File: config.mk
export PLATFORM = sky130hd
export DESIGN_NAME = cmplx_add_sched_flat
export DESIGN_NICKNAME = d
export VERILOG_FILES = /design/src/rtl/cmplx_add_sched_if.sv /design/src/rtl/cmplx_add_sched.sv /design/src/flat_wrapper.sv
export SDC_FILE = /design/constraint.sdc
export NUM_CORES = 1
export LEC_CHECK = 0
export BUFFER_PORTS_ARGS = -buffer_cell sky130_fd_sc_hd__clkbuf_2
export CORE_UTILIZATION = 35
export CTS_CLUSTER_SIZE = 20
export DETAILED_ROUTE_END_ITERATION = 12
export GPL_TIMING_DRIVEN = 0
export PLACE_DENSITY = 0.64
export SLEW_MARGIN = 25
export SYNTH_ARGS = -nofsm -noshare
export SYNTH_HDL_FRONTEND = slang
export SYNTH_SLANG_ARGS = --single-unit
File: constraint.sdc
create_clock -name clk -period 39.6 [get_ports clk]
set_clock_uncertainty 0.1 [all_clocks]
set_input_delay 9.9 -clock clk [delete_from_list [all_inputs] [get_ports clk]]
set_output_delay 9.9 -clock clk [all_outputs]
set_load 0.01 [all_outputs]
File: src/rtl/cmplx_add_sched_if.sv
// Purpose : bundles the operand handshake, the shared-adder port and the
//           result handshake of cmplx_add_sched into one interface.
// Signals : in_valid/in_ready + ac/bd/ad/bc   operand set from the multiplier array
//           add_a/add_b/add_cin -> add_sum     external W-bit adder (combinational)
//           out_valid/out_ready + re/im/flags  result towards the output registers
//           busy                               scheduler is not idle
// Modports: slave  - the scheduler itself
//           master - the surroundings (producer, adder, consumer)
interface cmplx_add_sched_if #(
    parameter int W = 64
);
    logic         in_valid;
    logic         in_ready;
    logic [W-1:0] ac;
    logic [W-1:0] bd;
    logic [W-1:0] ad;
    logic [W-1:0] bc;

    logic [W-1:0] add_a;
    logic [W-1:0] add_b;
    logic         add_cin;
    logic [W-1:0] add_sum;

    logic         out_valid;
    logic         out_ready;
    logic [W-1:0] re;
    logic [W-1:0] im;
    logic         re_ovf;
    logic         im_ovf;
    logic         busy;

    modport slave (
        input  in_valid, ac, bd, ad, bc, add_sum, out_ready,
        output in_ready, add_a, add_b, add_cin,
        output out_valid, re, im, re_ovf, im_ovf, busy
    );

    modport master (
        output in_valid, ac, bd, ad, bc, add_sum, out_ready,
        input  in_ready, add_a, add_b, add_cin,
        input  out_valid, re, im, re_ovf, im_ovf, busy
    );
endinterface

File: src/rtl/cmplx_add_sched.sv
// Purpose : time-shares one external W-bit adder to finish a complex product:
//           re = ac - bd (pass 1), im = ad + bc (pass 2). Results and signed
//           overflow flags are held until the consumer takes them.
// Ports   : clk  - rising-edge clock
//           rst  - asynchronous, active-high reset (aborts any pass)
//           bus  - cmplx_add_sched_if.slave (operands, adder, results, busy)
module cmplx_add_sched #(
    parameter int W = 64
) (
    input  logic                clk,
    input  logic                rst,
    cmplx_add_sched_if.slave    bus
);

    typedef enum logic [1:0] {
        IDLE = 2'd0,
        REAL = 2'd1,
        IMAG = 2'd2,
        DONE = 2'd3
    } state_e;

    state_e       state_q, state_d;
    logic [W-1:0] ac_q, ac_d;
    logic [W-1:0] bd_q, bd_d;
    logic [W-1:0] ad_q, ad_d;
    logic [W-1:0] bc_q, bc_d;
    logic [W-1:0] re_q, re_d;
    logic [W-1:0] im_q, im_d;
    logic         re_ovf_q, re_ovf_d;
    logic         im_ovf_q, im_ovf_d;

    logic         in_ready;
    logic         accept;
    logic [W-1:0] add_a;
    logic [W-1:0] add_b;
    logic         add_cin;

    always_comb begin
        // NOTE: every variable written here gets a default first, so no branch
        // can leave one unassigned and turn it into a latch.
        state_d  = state_q;
        ac_d     = ac_q;
        bd_d     = bd_q;
        ad_d     = ad_q;
        bc_d     = bc_q;
        re_d     = re_q;
        im_d     = im_q;
        re_ovf_d = re_ovf_q;
        im_ovf_d = im_ovf_q;
        add_a    = '0;
        add_b    = '0;
        add_cin  = 1'b0;

        // A consumer taking the result in DONE frees the slot in the same
        // cycle, which is what gives one result every three cycles.
        in_ready = ~rst & ((state_q == IDLE) | ((state_q == DONE) & bus.out_ready));
        accept   = bus.in_valid & in_ready;

        unique case (state_q)
            IDLE: begin
                if (accept) state_d = REAL;
            end
            REAL: begin
                // ac - bd as ac + ~bd + 1 on the shared adder.
                add_a    = ac_q;
                add_b    = ~bd_q;
                add_cin  = 1'b1;
                re_d     = bus.add_sum;
                re_ovf_d = (ac_q[W-1] != bd_q[W-1]) & (bus.add_sum[W-1] != ac_q[W-1]);
                state_d  = IMAG;
            end
            IMAG: begin
                add_a    = ad_q;
                add_b    = bc_q;
                im_d     = bus.add_sum;
                im_ovf_d = (ad_q[W-1] == bc_q[W-1]) & (bus.add_sum[W-1] != ad_q[W-1]);
                state_d  = DONE;
            end
            DONE: begin
                if (bus.out_ready) state_d = accept ? REAL : IDLE;
            end
            default: state_d = IDLE;
        endcase

        if (accept) begin
            ac_d = bus.ac;
            bd_d = bus.bd;
            ad_d = bus.ad;
            bc_d = bus.bc;
        end
    end

    // NOTE: state flops use non-blocking assignments so every flop samples
    // the values from before the edge, independent of statement order.
    always_ff @(posedge clk or posedge rst) begin
        if (rst) begin
            state_q  <= IDLE;
            ac_q     <= '0;
            bd_q     <= '0;
            ad_q     <= '0;
            bc_q     <= '0;
            re_q     <= '0;
            im_q     <= '0;
            re_ovf_q <= 1'b0;
            im_ovf_q <= 1'b0;
        end else begin
            state_q  <= state_d;
            ac_q     <= ac_d;
            bd_q     <= bd_d;
            ad_q     <= ad_d;
            bc_q     <= bc_d;
            re_q     <= re_d;
            im_q     <= im_d;
            re_ovf_q <= re_ovf_d;
            im_ovf_q <= im_ovf_d;
        end
    end

    assign bus.in_ready  = in_ready;
    assign bus.add_a     = add_a;
    assign bus.add_b     = add_b;
    assign bus.add_cin   = add_cin;
    assign bus.out_valid = (state_q == DONE);
    assign bus.re        = re_q;
    assign bus.im        = im_q;
    assign bus.re_ovf    = re_ovf_q;
    assign bus.im_ovf    = im_ovf_q;
    assign bus.busy      = (state_q != IDLE);

endmodule

File: src/flat_wrapper.sv
// flat-port wrapper written by rule: the top's interface ports become plain ports
module cmplx_add_sched_flat 
#(
    parameter int W = 64
)
  (clk, rst, bus_in_valid, bus_ac, bus_bd, bus_ad, bus_bc, bus_add_sum, bus_out_ready, bus_in_ready, bus_add_a, bus_add_b, bus_add_cin, bus_out_valid, bus_re, bus_im, bus_re_ovf, bus_im_ovf, bus_busy);
  cmplx_add_sched_if #(.W(W)) bus_i ();
  input  logic clk;
  input  logic rst;
  input wire logic [$bits(bus_i.in_valid)-1:0] bus_in_valid;
  input wire logic [$bits(bus_i.ac)-1:0] bus_ac;
  input wire logic [$bits(bus_i.bd)-1:0] bus_bd;
  input wire logic [$bits(bus_i.ad)-1:0] bus_ad;
  input wire logic [$bits(bus_i.bc)-1:0] bus_bc;
  input wire logic [$bits(bus_i.add_sum)-1:0] bus_add_sum;
  input wire logic [$bits(bus_i.out_ready)-1:0] bus_out_ready;
  output wire logic [$bits(bus_i.in_ready)-1:0] bus_in_ready;
  output wire logic [$bits(bus_i.add_a)-1:0] bus_add_a;
  output wire logic [$bits(bus_i.add_b)-1:0] bus_add_b;
  output wire logic [$bits(bus_i.add_cin)-1:0] bus_add_cin;
  output wire logic [$bits(bus_i.out_valid)-1:0] bus_out_valid;
  output wire logic [$bits(bus_i.re)-1:0] bus_re;
  output wire logic [$bits(bus_i.im)-1:0] bus_im;
  output wire logic [$bits(bus_i.re_ovf)-1:0] bus_re_ovf;
  output wire logic [$bits(bus_i.im_ovf)-1:0] bus_im_ovf;
  output wire logic [$bits(bus_i.busy)-1:0] bus_busy;
  assign bus_i.in_valid = bus_in_valid;
  assign bus_i.ac = bus_ac;
  assign bus_i.bd = bus_bd;
  assign bus_i.ad = bus_ad;
  assign bus_i.bc = bus_bc;
  assign bus_i.add_sum = bus_add_sum;
  assign bus_i.out_ready = bus_out_ready;
  assign bus_in_ready = bus_i.in_ready;
  assign bus_add_a = bus_i.add_a;
  assign bus_add_b = bus_i.add_b;
  assign bus_add_cin = bus_i.add_cin;
  assign bus_out_valid = bus_i.out_valid;
  assign bus_re = bus_i.re;
  assign bus_im = bus_i.im;
  assign bus_re_ovf = bus_i.re_ovf;
  assign bus_im_ovf = bus_i.im_ovf;
  assign bus_busy = bus_i.busy;
  cmplx_add_sched #(.W(W)) u_core (.clk(clk), .rst(rst), .bus(bus_i));
endmodule
== Yosys cells after proc, flatten, opt, wreduce, memory -nomap -nowiden ==
Cells that the tools add are included.

* Memory bits (read-only): 0
* Word-level logic and storage cells: 36
* Bits in latches: 0
* Memories kept: 0
* RAM bits: 0
* Register bits after elaboration: 388

* Bitwise gates (word level): 8
* Mux-type cells: 7
* Divide/modulo/power cells: 0
* Equality and inequality tests: 9
* Reductions and logical operators: 3
* Add/sub/neg operators: 0
* $mul: 0
* $lt $le $gt $ge: 0
* Shifts and indexed selects: 0

{| class="wikitable"
|+ Operators with widths
! kind !! number
|-
| $pmux 64 s2 || 2
|-
| $not 64->64 || 1
|-
| $pmux 2 s4 || 1
|-
| $and 1x1->1 || 5
|-
| $eq 2x2->1 const B || 2
|-
| $mux 2 || 2
|-
| $ne 1x1->1 || 3
|-
| $eq 2x1->1 const B || 1
|-
| $logic_not 2->1 || 1
|-
| $mux 1 || 2
|-
| $ne 2x1->1 const B || 1
|-
| $ne 2x2->1 const B || 1
|-
| $reduce_and 2->1 || 1
|-
| $reduce_bool 2->1 || 1
|-
| $eq 1x1->1 || 1
|-
| $not 1->1 || 1
|-
| $or 1x1->1 || 1
|}

== Logic depth before layout (Yosys ltp) ==
* Depth in word-level cells: 8
* Depth in mapped cells: 7
* Mapped depth without buffers: 5

== Worst setup path before layout ==
OpenSTA, ideal clock, no wires.

* Path kind: input-to-output
* From: input port bus_out_ready
* To: output port bus_in_ready
* Slack: 19430 ps
* Data required time: 29600 ps
* Arrival time: 10170 ps
* Cell stages on the path: 2
* Cell sequence: a21oi_2 -> nor2_1

* Longest elaborated chain between the ends: 3

{| class="wikitable"
|+ Ends and longest elaborated chain
! element !! RTL line !! source
|-
| from (decl) || flat_wrapper.sv:16 || <nowiki>input wire logic [$bits(bus_i.out_ready)-1:0] bus_out_ready;</nowiki>
|-
| $and 1x1->1 || cmplx_add_sched.sv:56 || <nowiki>in_ready = ~rst & ((state_q == IDLE) | ((state_q == DONE) & bus.out_ready));</nowiki>
|-
| $or 1x1->1 || cmplx_add_sched.sv:56 ||
|-
| $and 1x1->1 || cmplx_add_sched.sv:56 ||
|-
| to (decl) || flat_wrapper.sv:17 || <nowiki>output wire logic [$bits(bus_i.in_ready)-1:0] bus_in_ready;</nowiki>
|}

Every way passes these cells.

== Final worst setup path ==
Ends and elaborated chain as after synthesis.

==> impl_metrics.yaml <==
placed_design:
  numPortBuffers: 585
  hpwlAfterDp_mm: 40.4
  place_congestion: 0.832
clock_network:
  cts_buffer_depth: 3
  post_cts.repair.setup_buffers: 0
  clkSinkCount: 388
  path_clk_slew_ps: 60
  cts_buffers: 43
  htreeDepth: 2
  cts_tree: "yes"
  worst_skew_pair.late_latency_ps: 560
  clock-root-buffer: "clkbuf_16"
  postCtsHoldBufs: 0
  cts_resized: 0
timing:
  rsz0062_at_grt: "false"
  drv_slew: 0
  fin_hold_ws_ps: 400
  hold_viol: 0
  relSlewSlack_pct: 41.7
  fmax_mhz: 49.0
  finalSetupTns_ps: 0
  period_needed_ps: 20410
  finalCritPeriodShare_pct: 51.5
  worst-slew-pin-transition_ps: 875
  setup_viol: 0
critical_path:
  cp_cell_sequence: "clkbuf_2 > a21oi_2 > nor2_1 > clkbuf_2"
  path_class: "input pin to output pin"
  cp-start-kind: "input pin"
  path_max_fanout: 3
  path_delay_family: "buffers and inverters"
  critPathBufInv: 2
  arrival_ps: 10410
  crit_top_cell: "clkbuf_2"
  cp_slowest_cell: "a21oi_2"
  max_stage_delay_ps: 200
  critPathCaptureType: "output pin"
  worst_ep_required_time_ps: 29600
grt:
  grt-ovfl-total: 0
  track_usage_pct: 20.6
  grt_pass1_wl_mm: 82.0
  grt_pass1_vias: 13300
  antenna_found_initial: 11
  grt_max_degree: 96
power:
  power.share.clock_pct: 20.8
  power.total_mw: 2.12
  power_density_nw_per_um2: 90.6
  p_int_mw: 1.38
  ir_drop_uv: 43.4
  comb_power_share_pct: 45.3
  power_frac_seq_pct: 33.9
  p_leak_nw: 11.2
  swShare_pct: 34.8
  switching_power_mw: 0.738
die:
  initial_core_util_pct: 35.6
  row_count: 82
  die_x_um: 229
  die_area_um2: 52200
  core_area_um2: 50400
  ios: 586
  die_h_um: 229
run:
  cap_violations: 0
layout:
  nets: 2172
  final_core_util_pct: 46.5
  fillers: 4614
  final_cell_mix: "586 x clkbuf_2, 388 x dfrtp_1, 240 x mux2_4"
  final_common_cell: "clkbuf_2"
  area_growth_pct: 30.4
  drive_gt1_share_pct: 59.0
run_status:
  status: "finished, final reports clean"
routing:
  wl_per_cell_um: 21.1
  num_vias: 12100
  firstDrtPassIters: 4
  wirelength_mm: 53.8
  drtIter0Drc: 446
  drcViolationCount: 0
  drtAntennaViolNets: 0
  routed_via_density: 4.73
synth:
  syn_area_per_cell_um2: 14.9
  synth_area_um2: 18000
  yosysSeqAreaShare_pct: 54.1
  synthTopCellsByArea: "dfrtp_1 54%, mux2_4 20%, mux2_2 9.1%"
  synthCells: 1209
  synth-seq-cells: 388
  synth.distinct_cells: 24
  synth_area_leader_cell: "dfrtp_1"
  ys_warn_count: 0
  synth_top_area_share_pct: 54.1
  syn-num-nets: 1538
worst_hold_path:
  hold_path_class: "flop to flop"
==> power by group through the flow <==
stage               logic (mW)  clock network, mW  registers, mW
global placement         0.955                  0          0.712
finish                   0.961              0.442          0.718
detailed placement       0.971                  0          0.719
global route              1.03              0.468          0.743
CTS                      0.976              0.453          0.716
floorplan                0.611                  0          0.724
==> kinds of logic (layout without fill, tap and decap cells) <==
| kind of cell | after synthesis | count (layout) | share of synthesized area (%) |
|---|---|---|---|
| compound gates | 138 | 138 | 5.71 |
| mux | 385 | 385 | 29.2 |
| buf+inv | 89 | 755 | 4.49 |
| other cells | 0 | 5 | 0 |
| simple gates | 204 | 204 | 6.24 |
| fa+ha+maj | 5 | 5 | 0.348 |
| flops | 388 | 388 | 54.1 |
==> cells in the mapped netlist <==
| cell type | number |
|---|---|
| dfrtp_1 | 388 |
| mux2_4 | 240 |
| mux2_2 | 145 |
| a21boi_0 | 65 |
| nand2b_1 | 65 |
| a22oi_1 | 64 |
| nand2_1 | 64 |
| nor2b_1 | 64 |
| buf_2 | 30 |
| clkbuf_1 | 27 |
| buf_12 | 26 |
| a21oi_1 | 6 |
| nor2_1 | 6 |
| ha_1 | 5 |
| inv_1 | 4 |
| and3b_1 | 2 |
| a211oi_1 | 1 |
| a21oi_2 | 1 |
| and2b_1 | 1 |
| buf_4 | 1 |
| buf_6 | 1 |
| nand2b_4 | 1 |
| nor2_4 | 1 |
| o32a_1 | 1 |
==> final timing paths <==
kind | slack (ps) | cells after the start | to | startpoint
worst max-delay path | 19190 | 4 | bus_in_ready | bus_out_ready
worst min-delay path | 400 | 1 | u_core.bd_q[23] | u_core.bd_q[23]
worst max register to register | 37280 | 6 | u_core.bus.im[3] | u_core.state_q[0]
worst min register to register | 400 | 1 | u_core.bd_q[23] | u_core.bd_q[23]
max in group asynchronous | 28920 | 4 | u_core.ad_q[17] | rst
min in group asynchronous | 9310 | 2 | u_core.bd_q[52] | rst
==> registers in the layout, summed over array words and instances, names as in the netlist <==
name / cells
u_core.ac_q: 64
u_core.ad_q: 64
u_core.bc_q: 64
u_core.bd_q: 64
u_core.bus.im: 64
u_core.bus.im_ovf: 1
u_core.bus.re: 64
u_core.bus.re_ovf: 1
u_core.state_q: 2
==> stage by stage <==
step	cells	instance area (um2)	setup WS, ps
after floorplan	1209	18000	18800
after global placement	2466	21700	14370
after detailed placement	2470	21800	19190
after CTS	2547	23400	19190
after global routing	2552	23400	19160
final	2552	23400	19190
==> metal layers <==
layer  vias to the layer above  routed length (um)  GRT usage (%)
met5                         -                  55              0
met4                         8                1590           7.28
met3                       102                3900           5.89
met2                       430               26600           35.1
met1                      6037               21700           24.7
li1                       5484                   -              -
==> cell type report <==
type / count / area (um2) / area share, %
plain buffers: 85 / 792 / 3.38
clock inverters: 18 / 337 / 1.44
flip-flops and latches: 388 / 9710 / 41.5
multi-input cells: 732 / 7440 / 31.8
well taps: 672 / 841 / 3.59
clock buffers: 59 / 1220 / 5.19
repair buffers: 589 / 3040 / 13.0
diodes: 5 / 12.5 / 0.0534
inverters: 4 / 22.5 / 0.0962
Power figures use the tool's default switching activity.
